`config.mk`:
```
export PLATFORM = sky130hd
export DESIGN_NAME = cdc_event_scheduler
export DESIGN_NICKNAME = d
export VERILOG_FILES = /design/src/rtl/cdc_evt_pkg.sv /design/src/rtl/rr_arbiter.sv /design/src/rtl/cdc_event_scheduler.sv
export SDC_FILE = /design/constraint.sdc
export NUM_CORES = 1
export LEC_CHECK = 0
export CAP_MARGIN = 20
export CORE_ASPECT_RATIO = 0.6
export CORE_MARGIN = 2
export CORE_UTILIZATION = 50
export DETAILED_ROUTE_END_ITERATION = 10
export PLACE_DENSITY = 0.82
export SLEW_MARGIN = 20
export SYNTH_ARGS = -nofsm -noshare
export SYNTH_HDL_FRONTEND = slang
export SYNTH_SLANG_ARGS = --single-unit
export TNS_END_PERCENT = 10
```
`constraint.sdc`:
```
create_clock -name clk -period 3.7 [get_ports clk]
set_input_delay 0.925 -clock clk [delete_from_list [all_inputs] [get_ports clk]]
set_output_delay 0.925 -clock clk [all_outputs]
set_load 0.005 [all_outputs]
```
`src/rtl/cdc_evt_pkg.sv`:
```
// Shared types and constants for the CDC event scheduler.
// Optional feature macro: CDC_EVT_DROP_CNT_EN (per-requester drop counters).
package cdc_evt_pkg;

    typedef enum logic [1:0] {
        IDLE  = 2'd0,
        ISSUE = 2'd1,
        GUARD = 2'd2
    } state_t;

    localparam int DEF_GUARD_CYCLES = 8;
    localparam int DEF_DROP_CNT_W   = 8;

    // Largest value a saturating counter of the given width may hold
    function automatic longint unsigned satLimit(input int width);
        return (64'd1 << width) - 64'd1;
    endfunction

endpackage

```
`src/rtl/rr_arbiter.sv`:
```
// Combinational round-robin pick: first set request at or after the pointer,
// wrapping around. The pointer itself is owned by the parent.
module rr_arbiter #(
    parameter int NUM_REQ = 4,
    parameter int CODE_W  = $clog2(NUM_REQ)
) (
    input  logic [NUM_REQ-1:0] i_req,
    input  logic [CODE_W-1:0]  i_ptr,
    output logic [CODE_W-1:0]  o_grant,
    output logic               o_valid
);

    logic [NUM_REQ-1:0] w_rot;

    // Rotate the request vector so the pointer position lands on bit 0
    assign w_rot = NUM_REQ'({i_req, i_req} >> i_ptr);

    // Scan the rotated vector and translate the first hit back to an index
    always_comb begin
        int s;
        o_valid = 1'b0;
        o_grant = '0;
        s       = 0;
        for (int k = 0; k < NUM_REQ; k++) begin
            if (!o_valid && w_rot[k]) begin
                o_valid = 1'b1;
                s       = int'(i_ptr) + k;
                if (s >= NUM_REQ) begin
                    s = s - NUM_REQ;
                end
                o_grant = CODE_W'(s);
            end
        end
    end

endmodule

```
`src/rtl/cdc_event_scheduler.sv`:
```
// Fast-domain scheduler sharing one pulse-synchronizer channel among several
// requesters. Requests are latched, arbitrated round-robin, issued as a
// one-cycle pulse with a held code, then followed by a guard window.
// Optional feature macro: CDC_EVT_DROP_CNT_EN adds saturating drop counters.
module cdc_event_scheduler
    import cdc_evt_pkg::*;
#(
    parameter int NUM_REQ      = 4,
    parameter int CODE_W       = $clog2(NUM_REQ),
    parameter int GUARD_CYCLES = DEF_GUARD_CYCLES
`ifdef CDC_EVT_DROP_CNT_EN
    ,
    parameter int DROP_CNT_W   = DEF_DROP_CNT_W
`endif
) (
    input  logic                      clk,
    input  logic                      rst,
    input  logic [NUM_REQ-1:0]        req,
    input  logic                      drop_clr,
    output logic                      evt_pulse,
    output logic [CODE_W-1:0]         evt_code,
    output logic                      busy,
    output logic [NUM_REQ-1:0]        pending,
    output logic [NUM_REQ-1:0]        drop_flag
`ifdef CDC_EVT_DROP_CNT_EN
    ,
    output logic [NUM_REQ*DROP_CNT_W-1:0] drop_cnt
`endif
);

    localparam int GCNT_W = $clog2(GUARD_CYCLES + 1);

    state_t              r_state;
    logic [CODE_W-1:0]   r_ptr;
    logic [CODE_W-1:0]   r_code;
    logic                r_evtPulse;
    logic                r_busy;
    logic [GCNT_W-1:0]   r_guardCnt;
    logic [NUM_REQ-1:0]  r_pending;
    logic [NUM_REQ-1:0]  r_dropFlag;

    logic [NUM_REQ-1:0]  w_issueMask;
    logic [NUM_REQ-1:0]  w_pendingNext;
    logic [NUM_REQ-1:0]  w_drop;
    logic [NUM_REQ-1:0]  w_arbReq;
    logic [CODE_W-1:0]   w_grant;
    logic                w_valid;
    logic [CODE_W-1:0]   w_ptrNext;

    // Pending bookkeeping: the issued requester is retired after its ISSUE
    // cycle, while a same-cycle re-request keeps it latched without a drop
    always_comb begin
        w_issueMask   = (r_state == ISSUE) ? ({{(NUM_REQ-1){1'b0}}, 1'b1} << r_code) : '0;
        w_pendingNext = (r_pending & ~w_issueMask) | req;
        w_drop        = req & r_pending & ~w_issueMask;
        w_arbReq      = (r_state == GUARD) ? w_pendingNext : r_pending;
        w_ptrNext     = (w_grant == CODE_W'(NUM_REQ - 1)) ? '0 : w_grant + CODE_W'(1);
    end

    rr_arbiter #(
        .NUM_REQ (NUM_REQ),
        .CODE_W  (CODE_W)
    ) u_arb (
        .i_req   (w_arbReq),
        .i_ptr   (r_ptr),
        .o_grant (w_grant),
        .o_valid (w_valid)
    );

    // Scheduler FSM with registered pulse, code and busy outputs
    always_ff @(posedge clk) begin
        if (rst) begin
            r_state    <= IDLE;
            r_ptr      <= '0;
            r_code     <= '0;
            r_evtPulse <= 1'b0;
            r_busy     <= 1'b0;
            r_guardCnt <= '0;
            r_pending  <= '0;
        end else begin
            r_evtPulse <= 1'b0;
            r_pending  <= w_pendingNext;
            case (r_state)
                IDLE: begin
                    if (w_valid) begin
                        r_state    <= ISSUE;
                        r_evtPulse <= 1'b1;
                        r_code     <= w_grant;
                        r_ptr      <= w_ptrNext;
                        r_busy     <= 1'b1;
                    end
                end
                ISSUE: begin
                    r_state    <= GUARD;
                    r_guardCnt <= GCNT_W'(GUARD_CYCLES);
                end
                GUARD: begin
                    r_guardCnt <= r_guardCnt - GCNT_W'(1);
                    if (r_guardCnt == GCNT_W'(1)) begin
                        if (w_valid) begin
                            r_state    <= ISSUE;
                            r_evtPulse <= 1'b1;
                            r_code     <= w_grant;
                            r_ptr      <= w_ptrNext;
                        end else begin
                            r_state <= IDLE;
                            r_busy  <= 1'b0;
                        end
                    end
                end
                default: begin
                    r_state <= IDLE;
                    r_busy  <= 1'b0;
                end
            endcase
        end
    end

    // Sticky drop flags; a clear wins over a simultaneous new drop
    always_ff @(posedge clk) begin
        if (rst || drop_clr) begin
            r_dropFlag <= '0;
        end else begin
            r_dropFlag <= r_dropFlag | w_drop;
        end
    end

    assign evt_pulse = r_evtPulse;
    assign evt_code  = r_code;
    assign busy      = r_busy;
    assign pending   = r_pending;
    assign drop_flag = r_dropFlag;

`ifdef CDC_EVT_DROP_CNT_EN
    localparam logic [DROP_CNT_W-1:0] SAT_MAX = DROP_CNT_W'(satLimit(DROP_CNT_W));

    logic [DROP_CNT_W-1:0] r_dropCnt [NUM_REQ];

    // Per-requester saturating drop counters; a clear wins over an increment
    always_ff @(posedge clk) begin
        if (rst || drop_clr) begin
            for (int i = 0; i < NUM_REQ; i++) begin
                r_dropCnt[i] <= '0;
            end
        end else begin
            for (int i = 0; i < NUM_REQ; i++) begin
                if (w_drop[i] && (r_dropCnt[i] != SAT_MAX)) begin
                    r_dropCnt[i] <= r_dropCnt[i] + DROP_CNT_W'(1);
                end
            end
        end
    end

    for (genvar g = 0; g < NUM_REQ; g++) begin : g_dropCnt
        assign drop_cnt[g*DROP_CNT_W +: DROP_CNT_W] = r_dropCnt[g];
    end
`endif

endmodule

```
==> key figures, run 1 <==
Cells and area
  – Final standard cell utilization of the core: between 60 and 70%
  – Fraction of layout cells with a size suffix above 1: about 8%
  – Final net count: approximately 160
  – Diodes inserted: 0
  – Post-route cell area: 1390 sq um
  – Area grow syn2layout: 21.0%

Global routing
  – Maximum number of pins on one net before global-route repair: 21
  – Antenna violations before repair: 0
  – Vias in the first global route: ~960
  – First-pass GRT wire length: 4160 um
  – Final global-route overflow total: 0
  – GR Util All Layers: a little over a fifth

Clock tree
  – Hold Buf Count CTS: 0
  – Clk buf depth: 2
  – Clk pin slew, worst setup/hold paths: approximately 0.070 ns
  – Clock tree from TritonCTS: done
  – Cts bufs inserted: 3
  – H-tree level count: 1
  – Post CTS Setup Buffer Count: 0
  – Total of cells resized after clock tree synthesis: 0
  – Clock Latency Late Sink: between 0.2 and 0.3 ns
  – Count of clock tree sinks: 20
  – Cell at the root of the clock tree: sky130_fd_sc_hd__clkbuf_8

Floorplan
  – Core Footprint: between 2000 and 2500 sq um
  – Chip height: approximately 41 um
  – Width of the chip: 65.9 um
  – Initial Utilization: a little over half
  – Count of boundary I/O pins: 19
  – Area of the die: about 2700 sq um
  – Site Rows: 13

Logic synthesis
  – Yosys warns: 0
  – Post-Synthesis Cell Area: roughly 1100 sq um
  – Count of state elements after synthesis: 20
  – Yosys top cell area share: a little over a third
  – Number of distinct library cell variants in the gate-level netlist after synthesis: 38
  – Number of cells produced by synthesis: around 130
  – Syn nets: roughly 150
  – Ranking of synthesized cells by area: sky130_fd_sc_hd__dfxtp_1 (35%), sky130_fd_sc_hd__ha_1 (6.5%), sky130_fd_sc_hd__a21oi_1 (6.1%)
  – Mean cell area of the mapped netlist: around 8.6 sq um
  – Sequential area share after synthesis: about a third
  – Cell type contributing the most total cell area after synthesis: sky130_fd_sc_hd__dfxtp_1

Placement
  – Port-buffer cells: 18
  – Worst slack at placement: ~0.92 ns
  – Instance area at placement: around 1300 sq um
  – GPL Wtd Cong: around 0.84
  – Detailed placer's ending HPWL: ~1900 um

Run status
  – Status: finished, final reports clean

Timing
  – Setup repair after global routing missed its margin: no
  – Final critical-path share of the clock period: between 70% and 80%
  – Worst Skew: 0.00153 ns
  – Setup TNS Final: 0 ns
  – Fin. max-slew vios: 0
  – Peak clock frequency supported by timing: 0.385 GHz
  – Transition time of the tightest slew-check pin: about 0.77 ns
  – Clock period minus final worst setup slack: approximately 2.6 ns
  – Slew HR: approximately half
  – Setup Viol. Count Final: 0
  – Total count of hold-check failures in the final report: 0
  – Worst setup slack after layout: 1.10 ns

Worst hold path
  – Worst hold start: r_state[0]
  – Kind of path behind the tightest hold check: reg2reg
  – Worst Hold End: r_state[0]
  – Worst Hold Path Cells: 2

Drt
  – First-pass iteration count of the detailed router: 4
  – Count of vias placed by the detailed router: between 1000 and 1500
  – Detailed-route wire length per cell: about 15 um
  – Post-DR vias/cell: between 5 and 6
  – Residual DRC: 0
  – Number of DRC markers after the initial detailed-route iteration: 52
  – Post-route antenna net violation count: 0
  – Routed WL: about 2700 um

Power
  – Sw Pwr: between 0.3 and 0.4 mW
  – Portion of total power attributed to combinational logic: 46.8%
  – Areal power density over the cells: around 670 nW/um^2
  – Switching share of total power: 39.8%
  – Maximum vdd ir drop: between 0.0003 and 0.0004 V
  – Total design power: around 0.94 mW
  – Clk pwr share: 18.1%
  – Static leakage power: 0.517 nW
  – Register share of total power: between 30% and 40%
  – Internal power: 0.565 mW

Worst setup path
  – Crit path max fanout: 19
  – Start-to-end type of the worst setup path: reg2reg
  – Critical path arrival: between 2 and 3 ns
  – Internal reg-to-reg setup slack: approximately 1.1 ns
  – Endpoint type of the worst setup path: flip-flop
  – Depth of the worst register-to-register path: 8
  – Reg-to-reg startpoint: r_state[0]
  – Worst EP required: approximately 3.9 ns
  – Reg-to-reg endpoint: busy
  – Kind of start point of the critical path: flip-flop

Flow run
  – Maximum capacitance violations: 0
[flip-flops by register name, indices dropped and copies added, names as in the netlist, named ones only]
register	count
drop_flag	4
pending	4
r_guardCnt	4
evt_code	2
r_state	2
busy	1
evt_pulse	1
r_ptr	1
[through the flow]
stage / std cells / hold slack [ns]
after detailed placement: 176 / 0.508
after floorplan: 134 / 0.472
final: 180 / 0.520
after global placement: 176 / 0.495
after global routing: 180 / 0.542
after CTS: 180 / 0.521
[layout make-up]
| cell class | count | area [sq um] |
|---|---|---|
| clock buffer | 4 | 55.1 |
| fill | 181 | 772 |
| inverter | 10 | 37.5 |
| multi-input combinational | 98 | 681 |
| sequential | 20 | 400 |
| tap | 30 | 37.5 |
| timing repair buffer | 18 | 180 |
[cells in the final DEF, fill, tap and decap left out, types with 3 or more instances in the layout]
cell                               n
sky130_fd_sc_hd__nor2_1           12
sky130_fd_sc_hd__o21ai_0           5
sky130_fd_sc_hd__a31oi_1           3
sky130_fd_sc_hd__dfxtp_1          20
sky130_fd_sc_hd__nand3_1           5
sky130_fd_sc_hd__o21ba_2           3
sky130_fd_sc_hd__nand2_1           4
sky130_fd_sc_hd__ha_1              6
sky130_fd_sc_hd__inv_1            10
sky130_fd_sc_hd__nor3_1            6
sky130_fd_sc_hd__a22oi_1           4
sky130_fd_sc_hd__a21oi_1          14
sky130_fd_sc_hd__nand2b_1          4
sky130_fd_sc_hd__clkdlybuf4s50_1  18
sky130_fd_sc_hd__clkbuf_8          4
[cells in the mapped netlist, drive strengths merged]
library cell / n
a22oi: 5
o21ai: 5
nand2: 4
nor3: 6
a211oi: 2
o31ai: 2
nand4: 1
and3: 1
ha: 6
clkbuf: 3
buf: 3
a31oi: 3
nand3b: 2
dfxtp: 20
nand3: 5
o21bai: 1
nor2b: 1
maj3: 2
mux2i: 2
a21bo: 1
xor2: 1
inv: 10
nand2b: 4
o211ai: 1
nor2: 12
nand4bb: 1
o221ai: 2
o22ai: 1
a21oi: 15
a22o: 4
nor4: 3
nand4b: 2
o21ba: 3
[how the worst max path moves through the flow]
stage	slack (ns)	start	to
floorplan	1.56	req[1]	busy
global placement	1.01	req[1]	busy
detailed placement	0.92	req[1]	busy
CTS	1.13	r_state[0]	busy
global route	0.94	r_state[0]	busy
finish	1.10	r_state[0]	busy
[power groups by stage]
stage / logic [mW] / registers [mW] / clock network (mW)
after global placement: 0.411 / 0.327 / 0
after global routing: 0.485 / 0.336 / 0.178
final: 0.438 / 0.330 / 0.169
after detailed placement: 0.433 / 0.331 / 0
after floorplan: 0.337 / 0.310 / 0
after CTS: 0.436 / 0.327 / 0.173
[cell families (layout without fill, tap and decap cells)]
group / after synthesis / count (layout) / synth area share, %
buffers and inverters: 16 / 32 / 5.98
adder cells (fa/ha/maj): 8 / 8 / 8.27
XOR/XNOR: 1 / 1 / 0.762
flip-flops: 20 / 20 / 34.8
AO/OA/AOI/OAI: 45 / 45 / 27.9
AND/OR/NAND/NOR: 42 / 42 / 20.6
multiplexers: 2 / 2 / 1.74
[routing by layer]
layer  vias up  global-route usage, %  wire [um]
li1        519                      -          -
met1       509                   26.0       1280
met2        33                   37.6       1200
met3         4                   6.59        199
met4         0                   5.73         23
met5         -                      0          0
[critical path: stages, from the launching register on]
cell	delay (ns)
sky130_fd_sc_hd__dfxtp_1	0.34
sky130_fd_sc_hd__inv_1	0.09
sky130_fd_sc_hd__ha_1	0.59
sky130_fd_sc_hd__nand4_1	0.21
sky130_fd_sc_hd__a22o_2	0.30
sky130_fd_sc_hd__nor4_4	0.51
sky130_fd_sc_hd__a22oi_4	0.13
sky130_fd_sc_hd__a21bo_1	0.23
sky130_fd_sc_hd__a21oi_2	0.12
(Power assumes the default switching activity.)
==> run 2: changes to the inputs <==
--- a/config.mk
+++ b/config.mk
@@ -8,9 +8,9 @@
 export CAP_MARGIN = 20
 export CORE_ASPECT_RATIO = 0.6
 export CORE_MARGIN = 2
-export CORE_UTILIZATION = 50
+export CORE_UTILIZATION = 47
 export DETAILED_ROUTE_END_ITERATION = 10
-export PLACE_DENSITY = 0.82
+export PLACE_DENSITY = 0.81
 export SLEW_MARGIN = 20
 export SYNTH_ARGS = -nofsm -noshare
 export SYNTH_HDL_FRONTEND = slang
==> constraint.sdc (replaced) <==
create_clock -name clk -period 2.2 [get_ports clk]
set_input_delay 0.55 -clock clk [delete_from_list [all_inputs] [get_ports clk]]
set_output_delay 0.55 -clock clk [all_outputs]
set_load 0.005 [all_outputs]
==> run 2 against run 1 <==
  * Sequential cell count is the same
  * Via count grew 1.8%
  * Clock-buffer cell count unchanged
  * First-iteration DRC count up 56%
  * Cell count up 5.0%
  * Cell area up 6.3%
  * Fmax is 26% higher
  * Sequential share of layout area down 1.7 points
  * Die area increased by 5.9%
==> key figures, run 2 (synthesis gave the netlist of run 1 again) <==
Floorplan
  – Initial Utilization: 51.2% (-1.9 points)
  – Chip height: 42.3 um (+2.8%)
  – Site Rows: 13 (unchanged)
  – Area of the die: 2870 sq um (+5.9%)
  – Count of boundary I/O pins: 19 (unchanged)
  – Width of the chip: 67.9 um (+3.0%)
  – Core Footprint: 2240 sq um (+3.8%)

Drt
  – Routed WL: 2740 um (+1.6%)
  – First-pass iteration count of the detailed router: 4 (unchanged)
  – Residual DRC: 0 (unchanged)
  – Number of DRC markers after the initial detailed-route iteration: 81 (+56%)
  – Post-route antenna net violation count: 0 (unchanged)
  – Detailed-route wire length per cell: 14.5 um (-3.3%)
  – Count of vias placed by the detailed router: 1084 (+1.8%)
  – Post-DR vias/cell: 5.74 (-3.1%)

Cells and area
  – Area grow syn2layout: 28.6%
  – Fill count: 179 (-1.1%)
  – Most frequent standard cell in the layout excluding fill and tap cells: sky130_fd_sc_hd__dfxtp_1
  – Footprint of the flip-flops and latches: 400 sq um (unchanged)
  – Diodes inserted: 0 (unchanged)
  – Final net count: 173 (+5.5%)
  – Multi-input gate area: 701 sq um (+2.9%)
  – Fraction of layout cells with a size suffix above 1: 15.1% (+7.1 points)
  – Commonest non-fill, non-tap cells in the layout: sky130_fd_sc_hd__dfxtp_1 (20), sky130_fd_sc_hd__clkdlybuf4s50_1 (18), sky130_fd_sc_hd__a21oi_1 (14), sky130_fd_sc_hd__nor2_1 (12), sky130_fd_sc_hd__inv_1 (10)
  – Final instance count without filler cells: 189 (+5.0%)

Global routing
  – GR Util All Layers: 21.0% (-0.30 points)
  – Antenna violations before repair: 0 (unchanged)
  – First-pass GRT wire length: 4510 um (+8.3%)
  – Final global-route overflow total: 0 (unchanged)
  – Vias in the first global route: 973 (+1.2%)
  – Maximum number of pins on one net before global-route repair: 21 (unchanged)

Clock tree
  – Count of clock tree sinks: 20 (unchanged)
  – Cell at the root of the clock tree: sky130_fd_sc_hd__clkbuf_8
  – Post CTS Setup Buffer Count: 0 (unchanged)
  – Clock tree from TritonCTS: done
  – Clock Latency Late Sink: 0.26 ns (about the same)
  – Clk buf depth: 2 (unchanged)
  – Clk pin slew, worst setup/hold paths: 0.08 ns (about the same)
  – Cts bufs inserted: 3 (unchanged)
  – H-tree level count: 1 (unchanged)
  – Hold Buf Count CTS: 0 (unchanged)

Worst setup path
  – Worst EP required: 2.41 ns (-1.48 ns)
  – Kind of start point of the critical path: flip-flop
  – Critical path arrival: 2.27 ns (-0.52 ns)
  – Start-to-end type of the worst setup path: reg2reg
  – Depth of the worst register-to-register path: 10 (+2)
  – Crit path max fanout: 8 (-11)
  – Endpoint type of the worst setup path: flip-flop

Timing
  – Worst setup slack after layout: 0.136 ns (-0.967 ns)
  – Clock period minus final worst setup slack: 2.06 ns (-0.533 ns)
  – Worst Skew: 0.0103 ns (+0.00873 ns)
  – Worst hold margin: 0.523 ns (+0.00250 ns)
  – Final critical-path share of the clock period: 93.8% (+24 points)
  – Peak clock frequency supported by timing: 0.484 GHz (+26%)
  – Slew HR: 71.6% (+23 points)
  – Setup Viol. Count Final: 0 (unchanged)
  – Total count of hold-check failures in the final report: 0 (unchanged)
  – Transition time of the tightest slew-check pin: 0.425 ns (-0.346 ns)
  – Fin. max-slew vios: 0 (unchanged)
  – Setup repair after global routing missed its margin: no

Placement
  – GPL Wtd Cong: 0.938 (+11%)
  – Port-buffer cells: 18 (unchanged)
  – Detailed placer's ending HPWL: 1980 um (+3.3%)
  – Worst slack at placement: -0.0117 ns (-0.932 ns)
  – Post-Place Cells: 185 (+5.1%)

Power
  – Maximum vdd ir drop: 0.000757 V (+140%)
  – Areal power density over the cells: 1110 nW/um^2 (+65%)
  – Static leakage power: 0.562 nW (+8.7%)
  – Total design power: 1.65 mW (+76%)

Run status
  – Status: finished, final reports clean

Worst hold path
  – Worst Hold Path Cells: 2 (unchanged)
  – Kind of path behind the tightest hold check: reg2reg

Flow run
  – Maximum capacitance violations: 0 (unchanged)
[run 2: per-layer routing]
metal	GRT usage (%)	up-vias	share of wire [%]
met2	30.4	38	43
met1	29.4	501	49
met5	0	-	0
li1	-	541	-
met4	5.60	0	0.55
met3	7.26	4	7.8
[run 2: where the power goes]
part	leakage (nW)	internal [mW]	switching, mW	total, mW
logic	0.368	0.397	0.413	0.810
clock network	0.0288	0.159	0.126	0.286
registers	0.165	0.445	0.105	0.550
[run 2: through the flow]
step / area (sq um) / TNS, ns / util (%)
after floorplan: 1150 / 0 / -
after global routing: 1480 / 0 / 65.9
after global placement: 1400 / 0 / 62.5
after detailed placement: 1400 / -0.0117 / 62.5
after CTS: 1460 / 0 / 65.1
final: 1480 / 0 / 65.9
[run 2: path summary, 6_finish.rpt]
check                       end          start  slack [ns]
setup / recovery           busy     r_state[1]        0.14
hold / removal    r_guardCnt[1]  r_guardCnt[1]        0.52
setup reg to reg           busy     r_state[1]        0.14
hold reg to reg   r_guardCnt[1]  r_guardCnt[1]        0.52
[run 2: area by class of cell]
| type | instances | area share, % |
|---|---|---|
| multi-input cells | 98 | 47.4 |
| flip-flops and latches | 20 | 27.1 |
| repair buffers | 27 | 16.8 |
| clock buffers | 4 | 3.72 |
| inverters | 10 | 2.54 |
| well taps | 30 | 2.54 |
[run 2: timing repair]
item,CTS,global route
cloned,0,0
gates resized for setup,1,3
setup endpoints to repair,1,2
[run 2: worst max-delay path, stage by stage (launching register included)]
cell	delay [ns]
sky130_fd_sc_hd__dfxtp_1	0.41
sky130_fd_sc_hd__inv_1	0.09
sky130_fd_sc_hd__ha_2	0.23
sky130_fd_sc_hd__buf_4	0.16
sky130_fd_sc_hd__nand4b_1	0.12
sky130_fd_sc_hd__a22o_1	0.27
sky130_fd_sc_hd__nor4_4	0.05
sky130_fd_sc_hd__buf_4	0.16
sky130_fd_sc_hd__o21ba_2	0.21
sky130_fd_sc_hd__a21bo_1	0.20
sky130_fd_sc_hd__a21oi_2	0.12
==> run 3: changes to the inputs <==
--- a/config.mk
+++ b/config.mk
@@ -15,4 +15,3 @@
 export SYNTH_ARGS = -nofsm -noshare
 export SYNTH_HDL_FRONTEND = slang
 export SYNTH_SLANG_ARGS = --single-unit
-export TNS_END_PERCENT = 10
==> results of run 3 <==
The final DEF is identical to that of run 2; final timing and power are the same.
